--- src/rtl/hazard_unit_mc_pkg.sv ---
// Shared types and helpers for the multi-core hazard/stall controller.
package hazard_unit_mc_pkg;

    // Widest register address / mem_to_reg select the detect helper accepts.
    localparam int LU_ADDR_W = 16;
    localparam int LU_SEL_W  = 8;

    // Load-use window states: IDLE means lu_cnt==0, HOLD means lu_cnt!=0.
    localparam logic [0:0] ST_IDLE = 1'b0;
    localparam logic [0:0] ST_HOLD = 1'b1;

    typedef struct packed {
        logic fetch;
        logic decode;
        logic execute;
        logic mem;
        logic flush;
    } stall_vec_t;

    // Width of the per-core load-use counter for a given latency.
    function automatic int cnt_width(input int lat);
        return $clog2(lat + 1);
    endfunction

    // Width of the arbiter pointer; never narrower than one bit.
    function automatic int ptr_width(input int n);
        return (n > 1) ? $clog2(n) : 1;
    endfunction

    // A load in EX whose non-zero destination feeds either ID source register.
    function automatic logic lu_detect(
        input logic [LU_SEL_W-1:0]  m2r,
        input logic [LU_ADDR_W-1:0] wr,
        input logic [LU_ADDR_W-1:0] rs,
        input logic [LU_ADDR_W-1:0] rt
    );
        return (m2r != '0) && (wr != '0) && ((rs == wr) || (rt == wr));
    endfunction

endpackage

--- src/rtl/hazard_unit_mc_rr_arbiter.sv ---
// Round-robin arbiter for the shared data-memory port: one-hot (or zero) grant,
// search starts at rr_ptr and the pointer moves just past the winner.
module hazard_unit_mc_rr_arbiter
    import hazard_unit_mc_pkg::*;
#(
    parameter int N = 2
) (
    input  logic         clk,
    input  logic         reset,
    input  logic [N-1:0] req,
    output logic [N-1:0] grant
);

    localparam int PTR_W = ptr_width(N);

    logic [PTR_W-1:0] rr_ptr_r;
    logic [PTR_W-1:0] ptr_nxt_s;
    logic [2*N-1:0]   req_dbl_s;
    logic [N-1:0]     req_rot_s;
    logic [N-1:0]     hot_rot_s;
    logic [2*N-1:0]   hot_dbl_s;
    logic             found_s;
    int               off_s;
    int               win_s;

    // Rotate requests so bit 0 is the core at rr_ptr, pick the lowest set bit,
    // rotate the one-hot back and derive the next pointer from the winner.
    always_comb begin
        req_dbl_s = {req, req} >> rr_ptr_r;
        req_rot_s = req_dbl_s[N-1:0];
        hot_rot_s = '0;
        found_s   = 1'b0;
        off_s     = 0;
        for (int i = 0; i < N; i++) begin
            if (!found_s && req_rot_s[i]) begin
                hot_rot_s[i] = 1'b1;
                found_s      = 1'b1;
                off_s        = i;
            end else begin
                hot_rot_s[i] = hot_rot_s[i];
            end
        end
        hot_dbl_s = {{N{1'b0}}, hot_rot_s} << rr_ptr_r;
        win_s     = int'(rr_ptr_r) + off_s;
        if (win_s >= N) begin
            win_s = win_s - N;
        end else begin
            win_s = win_s;
        end
        if (reset) begin
            grant     = '0;
            ptr_nxt_s = '0;
        end else if (found_s) begin
            grant     = hot_dbl_s[N-1:0] | hot_dbl_s[2*N-1:N];
            ptr_nxt_s = (win_s == N - 1) ? '0 : PTR_W'(win_s + 1);
        end else begin
            grant     = '0;
            ptr_nxt_s = rr_ptr_r;
        end
    end

    // Pointer register; cleared by reset, otherwise follows the last winner.
    always_ff @(posedge clk) begin
        if (reset) begin
            rr_ptr_r <= '0;
        end else begin
            rr_ptr_r <= ptr_nxt_s;
        end
    end

endmodule

--- src/rtl/hazard_unit_mc.sv ---
// Per-core hazard/stall controller: core freeze, shared-memory arbitration loss
// and load-use stalls with a configurable load-to-use latency.
module hazard_unit_mc
    import hazard_unit_mc_pkg::*;
#(
    parameter int NUM_CORES  = 2,
    parameter int REG_ADDR_W = 5,
    parameter int MEM2REG_W  = 2,
    parameter int LOAD_LAT   = 1
) (
    input  logic                            clk,
    input  logic                            reset,
    input  logic [NUM_CORES-1:0]            core_en,
    input  logic [NUM_CORES*REG_ADDR_W-1:0] wr_addr_ex,
    input  logic [NUM_CORES*MEM2REG_W-1:0]  mem_to_reg_ex,
    input  logic [NUM_CORES*REG_ADDR_W-1:0] rs_id,
    input  logic [NUM_CORES*REG_ADDR_W-1:0] rt_id,
    input  logic [NUM_CORES-1:0]            mem_req,
    output logic [NUM_CORES-1:0]            mem_grant,
    output logic [NUM_CORES-1:0]            stall_fetch,
    output logic [NUM_CORES-1:0]            stall_decode,
    output logic [NUM_CORES-1:0]            stall_execute,
    output logic [NUM_CORES-1:0]            stall_mem,
    output logic [NUM_CORES-1:0]            flush_ex
);

    localparam int CNT_W = cnt_width(LOAD_LAT);

    logic [NUM_CORES-1:0] arb_req_s;
    logic [NUM_CORES-1:0] grant_s;

    // Frozen cores never compete for the memory port.
    assign arb_req_s = mem_req & core_en;
    assign mem_grant = grant_s;

    hazard_unit_mc_rr_arbiter #(.N(NUM_CORES)) u_arb (
        .clk   (clk),
        .reset (reset),
        .req   (arb_req_s),
        .grant (grant_s)
    );

    for (genvar i = 0; i < NUM_CORES; i++) begin : g_core
        logic [CNT_W-1:0] lu_cnt_r;
        logic [CNT_W-1:0] lu_cnt_nxt_s;
        logic             detect_s;
        logic [0:0]       state_s;
        stall_vec_t       sv_s;

        assign detect_s = lu_detect(
            LU_SEL_W'(mem_to_reg_ex[i*MEM2REG_W +: MEM2REG_W]),
            LU_ADDR_W'(wr_addr_ex[i*REG_ADDR_W +: REG_ADDR_W]),
            LU_ADDR_W'(rs_id[i*REG_ADDR_W +: REG_ADDR_W]),
            LU_ADDR_W'(rt_id[i*REG_ADDR_W +: REG_ADDR_W])
        );

        assign state_s = (lu_cnt_r != '0) ? ST_HOLD : ST_IDLE;

        // Priority resolve: reset, freeze, arbitration loss, load-use, run.
        // Frozen cycles leave the counter alone so they stretch the window.
        always_comb begin
            sv_s         = '0;
            lu_cnt_nxt_s = lu_cnt_r;
            if (reset) begin
                lu_cnt_nxt_s = '0;
            end else if (!core_en[i]) begin
                sv_s = '{fetch: 1'b1, decode: 1'b1, execute: 1'b1, mem: 1'b1, flush: 1'b0};
            end else if (mem_req[i] && !grant_s[i]) begin
                sv_s = '{fetch: 1'b1, decode: 1'b1, execute: 1'b1, mem: 1'b1, flush: 1'b0};
            end else if (detect_s || (state_s == ST_HOLD)) begin
                sv_s = '{fetch: 1'b1, decode: 1'b1, execute: 1'b0, mem: 1'b0, flush: 1'b1};
                case (state_s)
                    ST_IDLE: lu_cnt_nxt_s = CNT_W'(LOAD_LAT - 1);
                    ST_HOLD: lu_cnt_nxt_s = lu_cnt_r - CNT_W'(1);
                    default: lu_cnt_nxt_s = '0;
                endcase
            end else begin
                lu_cnt_nxt_s = lu_cnt_r;
            end
        end

        // Load-use window counter.
        always_ff @(posedge clk) begin
            if (reset) begin
                lu_cnt_r <= '0;
            end else begin
                lu_cnt_r <= lu_cnt_nxt_s;
            end
        end

        assign stall_fetch[i]   = sv_s.fetch;
        assign stall_decode[i]  = sv_s.decode;
        assign stall_execute[i] = sv_s.execute;
        assign stall_mem[i]     = sv_s.mem;
        assign flush_ex[i]      = sv_s.flush;
    end

endmodule
--- config.mk ---
export PLATFORM = sky130hd
export DESIGN_NAME = hazard_unit_mc
export DESIGN_NICKNAME = d
export VERILOG_FILES = /design/src/rtl/hazard_unit_mc_pkg.sv /design/src/rtl/hazard_unit_mc_rr_arbiter.sv /design/src/rtl/hazard_unit_mc.sv
export SDC_FILE = /design/constraint.sdc
export NUM_CORES = 1
export LEC_CHECK = 0
export CORE_ASPECT_RATIO = 0.9
export CORE_MARGIN = 10
export CORE_UTILIZATION = 26
export CTS_CLUSTER_DIAMETER = 100
export DETAILED_ROUTE_END_ITERATION = 12
export GPL_ROUTABILITY_DRIVEN = 0
export PLACE_DENSITY = 0.81
export SLEW_MARGIN = 20
export SYNTH_ARGS = -nofsm -noshare
export SYNTH_HDL_FRONTEND = slang
export SYNTH_SLANG_ARGS = --single-unit
--- constraint.sdc ---
create_clock -name clk -period 3.01 [get_ports clk]
set_clock_uncertainty 0.2 [all_clocks]
set_input_delay 0.301 -clock clk [delete_from_list [all_inputs] [get_ports clk]]
set_output_delay 0.301 -clock clk [all_outputs]
set_load 0.05 [all_outputs]
==> out/results.ini <==
[grt]
gr-total-overflow = 0
groute.usage.overall_pct = 8.95
number_of_global_route_vias_before_repair = 625
grt_first_pass_wirelength_um = 2860
largest_net_degree_at_the_start_of_global_routing = 8
grt_antenna_before_repair = 0

[worst_setup_path]
crit_slowest_cell = sky130_fd_sc_hd__clkdlybuf4s50_1
cpPeakStageDelay_ns = 0.83
cp_data_arrival_time_ns = 2.01
r2r_end = u_arb.rr_ptr_r$_SDFFE_PP0P_
worstSetupPathType = input port to output port
reg2regPathDepth = 2
cp_top_family = buffers and inverters
crit_path_max_fanout = 5
worstPathRequired_ns = 2.51
crit_path_start_kind = input port
critical_path.most_common_cell = sky130_fd_sc_hd__clkdlybuf4s50_1
cp.buffers_inverters = 2
r2r_setup_slack_ns = 2.14
crit_path_end_kind = output port
rr_startpoint = u_arb.rr_ptr_r$_SDFFE_PP0P_
critical_path.cell_chain = clkdlybuf4s50_1, and3b_1, nor3_1, clkdlybuf4s50_1

[cts]
post-cts-setup-buffer-count = 0
cts.reportedPaths.clkPinSlew_ns = 0
insertion_delay_ns = 0
number_of_gates_resized_after_cts = 0
cts.hold.buffers_added = 0

[detailed_routing]
drtIter0Drc = 4
remaining_drc_errors = 0
dr.pass1.iters = 4
route.final.wire_length_um = 1720
detail_route.vias_per_cell = 4.44
ant_nets = 0
dr_total_vias = 582
routedWlPerCell_um = 13.1

[finish]
final_nets = 151
area.growth.synth_to_final_pct = 115
reg_top3 = u_arb.rr_ptr_r (1)
drive_gt1_share_pct = 11.9
max_flop_register = u_arb.rr_ptr_r
non_filler_instance_count_after_layout = 131
flip_flop_count_of_the_largest_register_after_layout = 1
number_of_antenna_cells_inserted = 0

[timing]
grt_setup_unrepaired = false
final_hold_viol_count = 0
achievable-frequency_mhz = 398
min_cycle_time_layout_ns = 2.51
finalCritPeriodShare_pct = 83.5
worst_slack_ns = 0.495
report.final.setup_viol = 0
summed_negative_setup_slack_over_all_endpoints_ns = 0
slew_violations = 0
worst_pin_slew_ns = 0.496
relSlewSlack_pct = 66.8
worst_hold_slack_ns = 0.290

[synthesis]
synth.most_common_cell = sky130_fd_sc_hd__xor2_1
synth_simple_gate_area_share_pct = 28.3
synthCells = 62
yosys.area_share.adder_pct = 0
synth-compound-area-share_pct = 18.2
ys_warn_count = 0
synth.distinct_cells = 14
dominant_combinational_cell_family_by_area_after_synthesis = XOR/XNOR gates
avgSynthCellArea_um2 = 6.78
share_of_the_synthesized_netlist_area_taken_by_xor_and_xnor_gates_pct = 41.7
synthTopCellsByCount = sky130_fd_sc_hd__xor2_1 (20), sky130_fd_sc_hd__nor2_1 (10), sky130_fd_sc_hd__nor3_1 (7), sky130_fd_sc_hd__nand2_1 (6), sky130_fd_sc_hd__buf_4 (4)
synth-edff-count = 0
synth_area_leaders = sky130_fd_sc_hd__xor2_1 (42%), sky130_fd_sc_hd__nor2_1 (8.9%), sky130_fd_sc_hd__nor3_1 (8.3%), sky130_fd_sc_hd__buf_4 (7.1%), sky130_fd_sc_hd__nand2_1 (5.4%)
number_of_synthesized_register_bits = 1
synth_sequential_area_ratio_pct = 4.76
ys.flop_type = sky130_fd_sc_hd__dfxtp_1
fraction_of_synthesis_flops_using_an_asynchronous_set_or_reset_pin_pct = 0
synth_top_area_share_pct = 41.7
synth.area.mux_share_pct = 0
syn_nets = 102
synth.largest_area_cell = sky130_fd_sc_hd__xor2_1
syn-cell-area_um2 = 420

[power_and_ir_drop]
cellLeakagePower_nw = 0.369
largest_voltage_drop_on_the_vdd_net_mv = 0.106
power.density_nw_per_um2 = 183
totalPowerFinal_mw = 0.165

[floorplan]
placementRows = 13
ios = 52
floorplan.initialDensity_pct = 28.4
die-width_um = 62.4
full_die_area_um2 = 3630
core_area_um2 = 1480
chipHeight_um = 58.1

[run_status]
status = finished, final reports clean

[job]
max_cap_violations = 0

[min_path]
hold-path-endpoint = u_arb.rr_ptr_r$_SDFFE_PP0P_
worst_hold_path_type = flip-flop to flip-flop
worstHoldPathCells = 2
worst_hold_startpoint = u_arb.rr_ptr_r$_SDFFE_PP0P_

[placed_design]
numPlacedInstances = 131
preCtsSetupSlack_ns = 0.462
port_buffers = 51

-- worst reg2reg max path: stages (launching register included) --
cell and delay, ns:
sky130_fd_sc_hd__dfxtp_1 0.30, sky130_fd_sc_hd__a31o_2 0.21, sky130_fd_sc_hd__nor2_1 0.10
-- cell families (layout without fill, tap and decap cells) --
| kind of cell | Yosys count | in the layout |
|---|---|---|
| AO/OA/AOI/OAI | 11 | 11 |
| XOR/XNOR | 20 | 20 |
| buffers and inverters | 4 | 51 |
| flip-flops | 1 | 1 |
| AND/OR/NAND/NOR | 26 | 26 |
-- per-stage QoR --
stage               util [%]  instance area (µm²)
floorplan                  -                  420
finish                  61.0                  903
global route            61.0                  903
global placement        61.0                  903
detailed placement      61.0                  903
CTS                     61.0                  903
-- metal layers --
layer	GRT usage (%)	part of all wire (%)	vias to the layer above
met1	10.4	42	245
met5	0	0	-
met2	16.2	47	32
met4	0	0	0
met3	3.45	11	0
li1	-	-	305
-- cell usage in the layout (no fill, tap or decap) --
master,count
sky130_fd_sc_hd__a21oi_1,3
sky130_fd_sc_hd__a22oi_1,2
sky130_fd_sc_hd__a31o_2,1
sky130_fd_sc_hd__and3b_1,1
sky130_fd_sc_hd__buf_4,10
sky130_fd_sc_hd__clkdlybuf4s50_1,41
sky130_fd_sc_hd__dfxtp_1,1
sky130_fd_sc_hd__nand2_1,6
sky130_fd_sc_hd__nor2_1,10
sky130_fd_sc_hd__nor3_1,7
sky130_fd_sc_hd__o21ai_0,1
sky130_fd_sc_hd__o21ai_2,2
sky130_fd_sc_hd__o21bai_1,2
sky130_fd_sc_hd__or4_1,2
sky130_fd_sc_hd__xor2_1,20
-- how the worst max path moves through the flow --
stage | startpoint | cells past startpoint | to | slack [ns]
floorplan | u_arb.rr_ptr_r$_SDFFE_PP0P_ | 5 | stall_fetch[1] | 0.17
global placement | core_en[0] | 4 | mem_grant[1] | 0.52
detailed placement | core_en[0] | 4 | mem_grant[1] | 0.46
CTS | core_en[0] | 4 | mem_grant[1] | 0.47
global route | core_en[0] | 4 | mem_grant[1] | 0.34
finish | core_en[0] | 4 | mem_grant[1] | 0.50
-- layout make-up --
| type | instances | area, µm² |
|---|---|---|
| multi-input combinational | 57 | 370 |
| fill | 141 | 577 |
| timing repair buffer | 51 | 485 |
| tap | 22 | 27.5 |
| sequential | 1 | 20.0 |
-- report_power, final --
part           internal (mW)  switching (mW)  total (mW)  leakage, nW
Combinational         0.0767          0.0736       0.150        0.360
Sequential            0.0145        0.000608      0.0151      0.00828
Clock                      0               0           0            0
No activity file was read; power rests on OpenSTA's default activity.
